## src/rtl/riscv_ctl_pkg.sv

```systemverilog
// Shared state encodings and constants for the core execution sequencer.
package riscv_ctl_pkg;

  localparam logic [2:0] S_IDLE    = 3'd0;
  localparam logic [2:0] S_CLEAR   = 3'd1;
  localparam logic [2:0] S_RUN     = 3'd2;
  localparam logic [2:0] S_PAUSED  = 3'd3;
  localparam logic [2:0] S_STEP    = 3'd4;
  localparam logic [2:0] S_BREAK   = 3'd5;
  localparam logic [2:0] S_TIMEOUT = 3'd6;

  // SYSTEM opcode; EBREAK is the SYSTEM instruction with imm=1.
  localparam logic [6:0] OPC_EBREAK = 7'b1110011;

endpackage

```

## src/rtl/run_controller_sat_counter.sv

```systemverilog
// W-bit counter with synchronous clear that sticks at all-ones instead of wrapping.
module sat_counter #(
  parameter int W = 32
) (
  input  logic         clk,
  input  logic         clr,
  input  logic         en,
  output logic [W-1:0] cnt
);

  logic [W-1:0] cnt_q, cnt_d;

  always_comb begin
    cnt_d = cnt_q;
    if (clr) begin
      cnt_d = '0;
    end else if (en && (cnt_q != {W{1'b1}})) begin
      cnt_d = cnt_q + W'(1);
    end
  end

  always_ff @(posedge clk) begin
    cnt_q <= cnt_d;
  end

  assign cnt = cnt_q;

endmodule

```

## src/rtl/run_controller.sv

```systemverilog
// Execution sequencer for the single-cycle core: owns its reset and run enable,
// supports pause/step/resume, and stops on EBREAK or an optional cycle budget.
module run_controller
  import riscv_ctl_pkg::*;
#(
  parameter int W          = 32,
  parameter int RST_CYCLES = 2
) (
  input  logic         clk,
  input  logic         rst,
  input  logic         start,
  input  logic         halt_req,
  input  logic         resume,
  input  logic         step,
  input  logic         brk,
  input  logic [W-1:0] max_cycles,
  output logic         core_rst,
  output logic         run,
  output logic         busy,
  output logic         done,
  output logic         timeout,
  output logic [W-1:0] cycle_cnt,
  output logic [W-1:0] instret,
  output logic [2:0]   state
);

  localparam int CW = $clog2(RST_CYCLES) + 1;
  localparam logic [CW-1:0] CLR_LAST = CW'(RST_CYCLES - 1);

  logic [2:0]    state_q, state_d;
  logic [CW-1:0] clr_cnt_q;
  logic          done_q;
  logic          hit;
  logic          cnt_clr;

  // Budget is compared live so a host can tighten or relax it mid-run.
  assign hit = (max_cycles != '0) && (cycle_cnt == max_cycles);

  always_ff @(posedge clk) begin
    if (rst) begin
      state_q <= S_IDLE;
    end else begin
      state_q <= state_d;
    end
  end

  always_comb begin
    state_d = state_q;
    case (state_q)
      S_IDLE:    if (start) state_d = S_CLEAR;
      S_CLEAR:   if (clr_cnt_q == CLR_LAST) state_d = S_RUN;
      S_RUN: begin
        if (brk)           state_d = S_BREAK;
        else if (hit)      state_d = S_TIMEOUT;
        else if (halt_req) state_d = S_PAUSED;
      end
      S_PAUSED: begin
        if (start)       state_d = S_CLEAR;
        else if (step)   state_d = S_STEP;
        else if (resume) state_d = S_RUN;
      end
      S_STEP: begin
        if (brk)      state_d = S_BREAK;
        else if (hit) state_d = S_TIMEOUT;
        else          state_d = S_PAUSED;
      end
      S_BREAK, S_TIMEOUT: if (start) state_d = S_CLEAR;
      default:   state_d = S_IDLE;
    endcase
  end

  // Outputs are gated by rst so a reset aborts the core in the same cycle.
  always_comb begin
    core_rst = rst || (state_q == S_CLEAR);
    run      = !rst && ((state_q == S_RUN) || (state_q == S_STEP)) && !brk && !hit;
    busy     = !rst && ((state_q == S_CLEAR) || (state_q == S_RUN) || (state_q == S_STEP));
    timeout  = !rst && (state_q == S_TIMEOUT);
    done     = !rst && done_q;
    state    = state_q;
  end

  always_ff @(posedge clk) begin
    if (rst || (state_q != S_CLEAR)) begin
      clr_cnt_q <= '0;
    end else begin
      clr_cnt_q <= clr_cnt_q + CW'(1);
    end
  end

  always_ff @(posedge clk) begin
    if (rst) begin
      done_q <= 1'b0;
    end else begin
      done_q <= (state_d == S_BREAK) && (state_q != S_BREAK);
    end
  end

  assign cnt_clr = rst || (state_q == S_CLEAR);

  // run already implies RUN/STEP, so both counters share one enable.
  sat_counter #(.W(W)) u_cycle_cnt (
    .clk (clk),
    .clr (cnt_clr),
    .en  (run),
    .cnt (cycle_cnt)
  );

  sat_counter #(.W(W)) u_instret (
    .clk (clk),
    .clr (cnt_clr),
    .en  (run),
    .cnt (instret)
  );

endmodule

```

## config.mk

```make
export PLATFORM = sky130hd
export DESIGN_NAME = run_controller
export DESIGN_NICKNAME = d
export VERILOG_FILES = /design/src/rtl/riscv_ctl_pkg.sv /design/src/rtl/run_controller_sat_counter.sv /design/src/rtl/run_controller.sv
export SDC_FILE = /design/constraint.sdc
export NUM_CORES = 1
export LEC_CHECK = 0
export ABC_AREA = 1
export BUFFER_PORTS_ARGS = -buffer_cell sky130_fd_sc_hd__buf_4
export CAP_MARGIN = 40
export CORE_MARGIN = 5
export CORE_UTILIZATION = 25
export CTS_BUF_LIST = sky130_fd_sc_hd__clkbuf_4 sky130_fd_sc_hd__clkbuf_8
export CTS_CLUSTER_DIAMETER = 100
export DETAILED_ROUTE_END_ITERATION = 16
export PLACE_DENSITY = 0.52
export SETUP_SLACK_MARGIN = 0.15
export SYNTH_ARGS = -nofsm -noshare
export SYNTH_HDL_FRONTEND = slang
export SYNTH_SLANG_ARGS = --single-unit
```

## constraint.sdc

```tcl
create_clock -name clk -period 2.5 [get_ports clk]
set_input_delay 0.125 -clock clk [delete_from_list [all_inputs] [get_ports clk]]
set_output_delay 0.125 -clock clk [all_outputs]
set_load 0.02 [all_outputs]
```

==> reports/metrics.csv, run 1 <==
metric,value,unit
Layout Area Growth over Synthesis,28.0,%
Reg2Reg Setup Slack,380,ps
total global-route track usage,0.155,
row count,53,
largest net degree at the start of global routing,40,
Worst IR Drop VDD,0.191,mV
Post-Syn Nets,962,
ANT nets after route,0,
"Largest stage delay, worst path",420,ps
CORE AREA,21200,µm²
Synth Instances,920,
remaining global-route overflow,0,
WP data arrival,2120,ps
M2 GR Usage,0.241,
crit-path cells,"inv_1, nand2_1, nand2_1, nor2_2, nand2_1, nor2_1, nand2_1, inv_2, nand3_4, buf_12, nand2_1, inv_1, buf_4",
H-tree depth,3,
Worst setup SP type,flop,
Rel. slew slack,0.714,
vias,6182,
final hold slack,169,ps
Cell variety after synth,30,
leakage,2.80,nW
CTS max path bufs,2,
DRC violation count after routing,0,
CTS tree,done,
yosys warns,0,
Critical Path Start,u_cycle_cnt.cnt[24]$_SDFFE_PP0P_,
"Top cell by count, worst path",nand2_1,
Tmin final,2250,ps
layout cells sized above 1,0.205,
Port-buffer cells,110,
initial antenna violation count,0,
status,finished clean,
CP Buf/Inv Count,5,
setup TNS,0,ps
max cap viols,0,
Tcrit/Tclk final,0.899,
endpoints failing setup,0,
"Net count, final",1082,
max-slew violations,0,
Die Y,157,µm
Avg WL per Cell,14.4,µm
"Slowest-stage cell, CP",dfxtp_2,
Util after Layout,0.327,
final non-filler cell total,1320,
die width,157,µm
Mapped Area,5410,µm²
starting density of the core,0.256,
Pwr Density,337,nW/µm²
clock sink total,70,
worst-skew pair later-pin latency,370,ps
Yosys reg bits,70,
RSZ-0062 raised after global routing,true,
critical path's top delay family,simple AND/OR/NAND/NOR gates,
Hold Crit Class,in2reg,
Max Clock Skew,12.8,ps
vias per cell,4.68,
Avg Inst Size Synth,5.88,µm²
Num CTS Buffers,9,
worst path required time,2380,ps
crit-path max FO,16,
met3 Track Usage GR,0.0275,
"Clk pin slew, worst setup/hold paths",80,ps
Routed WL,19000,µm
sequential area share after synthesis,0.259,
R2R depth,7,
Cells after DPL,1302,
CP endpoint kind,output port,
met1 GRT Util,0.225,
clock root buffer,clkbuf_8,
Die Area,24700,µm²
gpl congestion,0.947,
Crit path depth,13,
post-DP HPWL,14800,µm
fill count,2355,
Post-CTS Setup Inserts,0,
kind of critical path,reg2out,
worst r2r src,u_cycle_cnt.cnt[2]$_SDFFE_PP0P_,
DRT iter0 DRCs,388,
Inserted Diodes,0,
DP Area,6650,µm²
DRT Pass-1 Iters,5,
most used routing layer,met2,
highest clock rate,445,MHz
Critical Path Sink,run,
I/O Pins,111,
number of global-route vias before repair,5939,
global-route wire length before repair,30900,µm
RR Endpoint,u_cycle_cnt.cnt[15]$_SDFFE_PP0P_,
Layout Cell Area excl Fill,6930,µm²
final hold viol count,0,
slew of the pin with the lowest slew margin,426,ps
==> sequential cells by signal, indices dropped and copies added (netlist names) <==
name / cells
u_cycle_cnt.cnt: 32
u_instret.cnt: 32
state: 3
clr_cnt_q: 2
done_q: 1
==> cell type report <==
class | instances | area, µm² | share of cell area
Multi-Input combinational cell | 720 | 3480 | 0.502
Sequential cell | 70 | 1420 | 0.205
Timing Repair Buffer | 142 | 1130 | 0.163
Inverter | 97 | 364 | 0.0526
Tap cell | 275 | 344 | 0.0497
Clock buffer | 12 | 159 | 0.0229
Clock inverter | 4 | 31.3 | 0.00452
==> metal layers <==
| metal | wire, µm | vias up |
|---|---|---|
| met3 | 1230 | 14 |
| li1 | - | 3208 |
| met5 | 0 | - |
| met4 | 194 | 0 |
| met1 | 9310 | 2802 |
| met2 | 8210 | 158 |
==> where the power goes <==
group / leakage (nW) / internal [W] / switching [W]
combinational: 2.14 / 0.000115 / 0.000164
clock: 0.0882 / 0.000428 / 0.000498
sequential: 0.572 / 0.00112 / 0.0000101
==> cell usage after synthesis, drive strengths merged <==
library cell | number | share of area
xnor2 | 22 | 0.036
nand3 | 38 | 0.039
o31ai | 1 | 0.0014
a21oi | 62 | 0.057
nand2 | 331 | 0.23
o21bai | 5 | 0.0069
nor2 | 126 | 0.095
dfxtp | 70 | 0.26
xor2 | 23 | 0.037
inv | 97 | 0.067
nand3b | 9 | 0.012
o21ai | 4 | 0.0037
or2 | 1 | 0.0012
nand4 | 72 | 0.086
o2111ai | 1 | 0.0016
clkbuf | 21 | 0.015
nor4 | 1 | 0.0012
ha | 3 | 0.0069
nor3 | 21 | 0.023
buf | 12 | 0.020
==> worst reg2reg max path, stage by stage (launching register included) <==
cell and delay, ps:
dfxtp_1 520, inv_1 140, nor3_4 350, nand2_1 250, nor2_1 340, xor2_1 190
nand4_1 120, a21oi_1 160
==> cells in the final DEF, fill, tap and decap left out, types with 4 or more instances in the layout <==
cell        n
a21oi_1    62
buf_4     137
clkbuf_8   11
dfxtp_1    54
dfxtp_2    16
inv_1      78
inv_2      19
nand2_1   327
nand2_2     4
nand3_1    34
nand3b_1    9
nand4_1    70
nor2_1    117
nor2_2      4
nor2_4      5
nor3_1     18
o21ai_0     4
o21bai_1    5
xnor2_1    22
xor2_1     23
==> worst min-delay path by stage <==
stage	from	to	slack [ps]	cells after the start
after floorplan	rst	state[0]$_SDFF_PP0_	190	1
after global placement	rst	state[0]$_SDFF_PP0_	320	2
after detailed placement	rst	state[0]$_SDFF_PP0_	320	2
after CTS	halt_req	state[0]$_SDFF_PP0_	160	5
after global routing	halt_req	state[0]$_SDFF_PP0_	180	5
final	halt_req	state[0]$_SDFF_PP0_	170	5
==> logic make-up after synthesis <==
| kind of cell | share of synthesized area |
|---|---|
| buf+inv | 0.102 |
| compound gates | 0.0710 |
| xor+xnor | 0.0728 |
| fa+ha+maj | 0.00694 |
| flops | 0.259 |
| simple gates | 0.488 |
==> through the flow <==
step	setup WS, ps	total power (W)
after floorplan	463	0.00131
after global placement	348	0.00144
after detailed placement	348	0.00144
after CTS	164	0.00236
after global routing	71.8	0.00246
final	253	0.00234
==> timing repair <==
item / CTS / global route
hold endpoints to repair: 1 / 0
cloned: 1 / 0
hold buffers: 1 / 0
resized for setup: 12 / 10
setup endpoints to repair: 1 / 2
No activity file was read; power rests on OpenSTA's default activity.
==> run 2, diff against run 1 <==
--- a/config.mk
+++ b/config.mk
@@ -10,7 +10,7 @@
 export CAP_MARGIN = 40
 export CORE_MARGIN = 5
 export CORE_UTILIZATION = 25
-export CTS_BUF_LIST = sky130_fd_sc_hd__clkbuf_4 sky130_fd_sc_hd__clkbuf_8
+export CTS_BUF_LIST = sky130_fd_sc_hd__clkbuf_4
 export CTS_CLUSTER_DIAMETER = 100
 export DETAILED_ROUTE_END_ITERATION = 16
 export PLACE_DENSITY = 0.52
==> reports/metrics.csv, run 2 (synthesis gave the netlist of run 1 again) <==
metric,value,unit
kind of critical path,reg2out,
DRT Pass-1 Iters,5,
total power after layout,0.00210,W
die width,157,µm
DP Area,6650,µm²
starting density of the core,0.256,
fill count,2353,
WP data arrival,2070,ps
Rel. slew slack,0.713,
FF/Latch Area,1440,µm²
Hold Crit Class,in2reg,
Routed WL,19100,µm
Tcrit/Tclk final,0.879,
gpl congestion,0.947,
switching share of total power,0.311,
final hold viol count,0,
DRT iter0 DRCs,398,
worst-skew pair later-pin latency,470,ps
R2R depth,8,
crit-path max FO,6,
Tmin final,2200,ps
Multi-input gate area,3490,µm²
CP Buf/Inv Count,5,
"Top cell by count, worst path",nand2_1,
"Net count, final",1088,
Comb pwr share,0.135,
vias per cell,4.69,
Die Area,24700,µm²
crit-path cells,"inv_1, nand2_1, nand2_1, nor2_2, nand2_1, nor2_1, nand2_2, inv_2, nand3_4, buf_12, nand2_1, inv_1, buf_4",
highest-count cells in the layout ignoring fill and taps,"326 x nand2_1, 142 x buf_4, 116 x nor2_1",
Worst IR Drop VDD,0.141,mV
endpoints failing setup,0,
Min-Delay Endpoint,state[0]$_SDFF_PP0_,
"Slowest-stage cell, CP",dfxtp_4,
Worst setup SP type,flop,
row count,53,
"Clk pin slew, worst setup/hold paths",120,ps
Clock power frac,0.327,
Num CTS Buffers,9,
DRC violation count after routing,0,
total global-route track usage,0.155,
Psw,0.000653,W
initial antenna violation count,1,
clock sink total,70,
"Largest stage delay, worst path",410,ps
Pint,0.00145,W
Cells after DPL,1302,
final hold slack,73.3,ps
Max Clock Skew,18.2,ps
max cap viols,0,
WHS Path Cells,5,
highest clock rate,455,MHz
Flop pwr share,0.538,
CORE AREA,21200,µm²
Port-buffer cells,110,
global-route wire length before repair,30900,µm
vias,6217,
CTS max path bufs,2,
max-slew violations,0,
slew of the pin with the lowest slew margin,428,ps
Avg WL per Cell,14.4,µm
status,finished clean,
hold path start,halt_req,
RR Endpoint,u_cycle_cnt.cnt[15]$_SDFFE_PP0P_,
critical path's top delay family,simple AND/OR/NAND/NOR gates,
CP endpoint kind,output port,
post-DP HPWL,14800,µm
number of global-route vias before repair,5968,
largest net degree at the start of global routing,40,
worst path required time,2380,ps
Layout Area Growth over Synthesis,28.1,%
H-tree depth,3,
Reg2Reg Setup Slack,400,ps
ANT nets after route,0,
I/O Pins,111,
Die Y,157,µm
Layout Cell Area excl Fill,6930,µm²
clock root buffer,clkbuf_4,
worst r2r src,u_cycle_cnt.cnt[0]$_SDFFE_PP0P_,
Pwr Density,303,nW/µm²
final non-filler cell total,1327,
leakage,2.81,nW
layout cells sized above 1,0.220,
remaining global-route overflow,0,
setup TNS,0,ps
"commonest non-fill, non-tap cell in the layout",nand2_1,
RSZ-0062 raised after global routing,false,
CTS tree,done,
-- run 2: timing repair --
action,4_1_cts,5_1_grt
cloned,1,0
resized for setup,34,6
hold buffers,1,0
setup buffers,1,5
hold endpoints to repair,3,0
pin swaps,1,1
endpoints found under the setup margin,1,2
-- run 2: layout make-up --
type	instances	share of cell area
tap	275	0.0496
antenna	1	0.000361
timing repair buffer	148	0.170
sequential	70	0.208
inverter	97	0.0525
clock buffer	10	0.0108
clock inverter	6	0.00559
multi-input combinational	720	0.503
-- run 2: stage by stage --
step / util / worst slack (ps)
2_1_floorplan: - / 463
3_3_place_gp: 0.314 / 348
3_5_place_dp: 0.314 / 348
4_1_cts: 0.325 / 165
5_1_grt: 0.328 / 144
6_report: 0.328 / 301
-- run 2: routing by layer --
| layer | part of all wire | GRT usage | vias to the layer above |
|---|---|---|---|
| li1 | - | - | 3222 |
| met1 | 0.50 | 0.224 | 2823 |
| met2 | 0.44 | 0.240 | 157 |
| met3 | 0.058 | 0.0291 | 15 |
| met4 | 0.0087 | 0.0328 | 0 |
| met5 | 0 | 0 | - |
-- run 2: worst max path at each step --
stage	end	slack, ps	cells past startpoint	startpoint
after floorplan	u_cycle_cnt.cnt[8]$_SDFFE_PP0P_	460	15	u_cycle_cnt.cnt[0]$_SDFFE_PP0P_
after global placement	run	350	13	u_cycle_cnt.cnt[24]$_SDFFE_PP0P_
after detailed placement	run	350	13	u_cycle_cnt.cnt[24]$_SDFFE_PP0P_
after CTS	run	170	11	state[0]$_SDFF_PP0_
after global routing	run	140	13	u_cycle_cnt.cnt[19]$_SDFFE_PP0P_
final	run	300	13	u_cycle_cnt.cnt[24]$_SDFFE_PP0P_
-- run 2: tightest hold or removal path: cells and delay by family --
kind / cells / cell delay, ps
buffers and inverters: 1 / 80
and+or+nand+nor: 3 / 180
AOI/OAI and AO/OA: 1 / 120
-- run 2: power by group through the flow --
stage | Clock (W) | Sequential [W] | Combinational (W)
2_1_floorplan | 0 | 0.00116 | 0.000150
3_3_place_gp | 0 | 0.00116 | 0.000279
3_5_place_dp | 0 | 0.00116 | 0.000280
4_1_cts | 0.000720 | 0.00113 | 0.000282
5_1_grt | 0.000765 | 0.00113 | 0.000319
6_report | 0.000686 | 0.00113 | 0.000283
==> run 3, diff against run 2 <==
--- a/config.mk
+++ b/config.mk
@@ -13,7 +13,7 @@
 export CTS_BUF_LIST = sky130_fd_sc_hd__clkbuf_4
 export CTS_CLUSTER_DIAMETER = 100
 export DETAILED_ROUTE_END_ITERATION = 16
-export PLACE_DENSITY = 0.52
+export PLACE_DENSITY_LB_ADDON = 0.25
 export SETUP_SLACK_MARGIN = 0.15
 export SYNTH_ARGS = -nofsm -noshare
 export SYNTH_HDL_FRONTEND = slang
==> reports/metrics.csv, run 3 (synthesis gave the netlist of run 1 again) <==
metric,value,unit
worst path required time,2380,ps
final hold viol count,0,
post-DP HPWL,14500,µm
largest net degree at the start of global routing,35,
gpl congestion,0.921,
vias,6193,
die width,157,µm
Hold Crit Class,in2reg,
max cap viols,0,
Port-buffer cells,110,
CTS tree,done,
slew of the pin with the lowest slew margin,548,ps
"commonest non-fill, non-tap cell in the layout",nand2_1,
remaining global-route overflow,0,
DRT Pass-1 Iters,5,
Tmin final,2160,ps
clock sink total,70,
H-tree depth,3,
number of global-route vias before repair,6052,
hold path start,start,
WP data arrival,2040,ps
"Clk pin slew, worst setup/hold paths",150,ps
global-route wire length before repair,31400,µm
I/O Pins,111,
endpoints failing setup,0,
FF/Latch Area,1440,µm²
ANT nets after route,0,
max-slew violations,0,
Min-Delay Endpoint,state[2]$_SDFF_PP0_,
Num CTS Buffers,9,
"Net count, final",1084,
Die Y,157,µm
CORE AREA,21200,µm²
Reg2Reg Setup Slack,420,ps
leakage,2.80,nW
WHS Path Cells,6,
Comb pwr share,0.125,
vias per cell,4.68,
fill count,2378,
Util after Layout,0.326,
Clock power frac,0.357,
DRC violation count after routing,0,
Rel. slew slack,0.632,
R2R depth,15,
kind of critical path,reg2out,
Flop pwr share,0.518,
CP endpoint kind,output port,
Routed WL,19200,µm
Max Clock Skew,38.6,ps
Pint,0.00153,W
layout cells sized above 1,0.211,
RSZ-0062 raised after global routing,false,
clock root buffer,clkbuf_4,
Avg WL per Cell,14.5,µm
worst r2r src,u_cycle_cnt.cnt[0]$_SDFFE_PP0P_,
Layout Area Growth over Synthesis,27.5,%
CTS max path bufs,2,
Die Area,24700,µm²
status,finished clean,
Tcrit/Tclk final,0.866,
highest clock rate,462,MHz
Pwr Density,316,nW/µm²
worst-skew pair later-pin latency,470,ps
crit-path max FO,16,
final hold slack,82.9,ps
setup TNS,0,ps
Worst setup SP type,flop,
Worst IR Drop VDD,0.179,mV
DRT iter0 DRCs,396,
RR Endpoint,u_cycle_cnt.cnt[8]$_SDFFE_PP0P_,
row count,53,
total global-route track usage,0.158,
initial antenna violation count,1,
highest-count cells in the layout ignoring fill and taps,"326 x nand2_1, 139 x buf_4, 117 x nor2_1",
Multi-input gate area,3480,µm²
starting density of the core,0.256,
Psw,0.000653,W
switching share of total power,0.300,
## run 3: cell types whose count changed in the layout (fill, tap and decap cells not counted), sizes merged
| cell | previous run | this run |
|---|---|---|
| clkbuf | 10 | 9 |
| clkinvlp | 3 | 1 |
| buf | 146 | 142 |
| clkinv | 3 | 4 |
| bufinv | 0 | 1 |
| inv | 97 | 98 |
## run 3: what timing repair did
item,4_1_cts,5_1_grt
cloned,1,0
gates resized for setup,29,6
endpoints found under the setup margin,1,2
hold buffers,1,0
endpoints found under the hold margin,3,0
buffers inserted,1,0
pin swaps,1,0
## run 3: through the flow
stage / worst slack [ps] / instances / total power (W) / cell area, µm²
after floorplan: 463 / 920 / 0.00131 / 5410
after global placement: 314 / 1303 / 0.00143 / 6640
after detailed placement: 316 / 1303 / 0.00143 / 6640
after CTS: 184 / 1322 / 0.00223 / 6880
after global routing: 150 / 1323 / 0.00229 / 6900
final: 335 / 1323 / 0.00218 / 6900
## run 3: cell type report
class                      count  area share
multi-input combinational    720       0.504
inverter                      97      0.0528
clock buffer                   9     0.00979
antenna                        1    0.000363
timing repair buffer         144       0.165
clock inverter                 7     0.00925
sequential                    70       0.209
tap                          275      0.0499
## run 3: per-layer routing
metal  GRT usage  wire [µm]  vias up
met1       0.228       9370     2784
met3      0.0253       1150       19
met5           0          0        -
met2       0.242       8330      186
met4      0.0471        319        0
li1            -          -     3204
## run 3: how the worst max path moves through the flow
stage / from / to / slack [ps] / cells after the start
after global routing: u_cycle_cnt.cnt[28]$_SDFFE_PP0P_ / run / 150 / 13
final: u_cycle_cnt.cnt[21]$_SDFFE_PP0P_ / run / 340 / 13
after CTS: state[0]$_SDFF_PP0_ / run / 180 / 11
after detailed placement: u_cycle_cnt.cnt[26]$_SDFFE_PP0P_ / run / 320 / 13
after floorplan: u_cycle_cnt.cnt[0]$_SDFFE_PP0P_ / u_cycle_cnt.cnt[8]$_SDFFE_PP0P_ / 460 / 15
after global placement: u_cycle_cnt.cnt[26]$_SDFFE_PP0P_ / run / 310 / 13
## run 3: critical path, stage by stage (launching register included)
cell and delay, ps:
dfxtp_2 440, inv_1 100, nand2_1 60, nand2_1 40, nor2_1 90, nand2_1 50, nor2_1 120, nand2_2 100
inv_2 80, nand3_4 80, buf_12 170, nand2_1 60, inv_1 40, buf_4 140
## run 3: power groups by stage
| stage | logic [W] | clock network, W | registers, W |
|---|---|---|---|
| floorplan | 0.000150 | 0 | 0.00116 |
| global placement | 0.000272 | 0 | 0.00116 |
| detailed placement | 0.000273 | 0 | 0.00116 |
| CTS | 0.000275 | 0.000821 | 0.00113 |
| global route | 0.000308 | 0.000854 | 0.00113 |
| finish | 0.000272 | 0.000778 | 0.00113 |
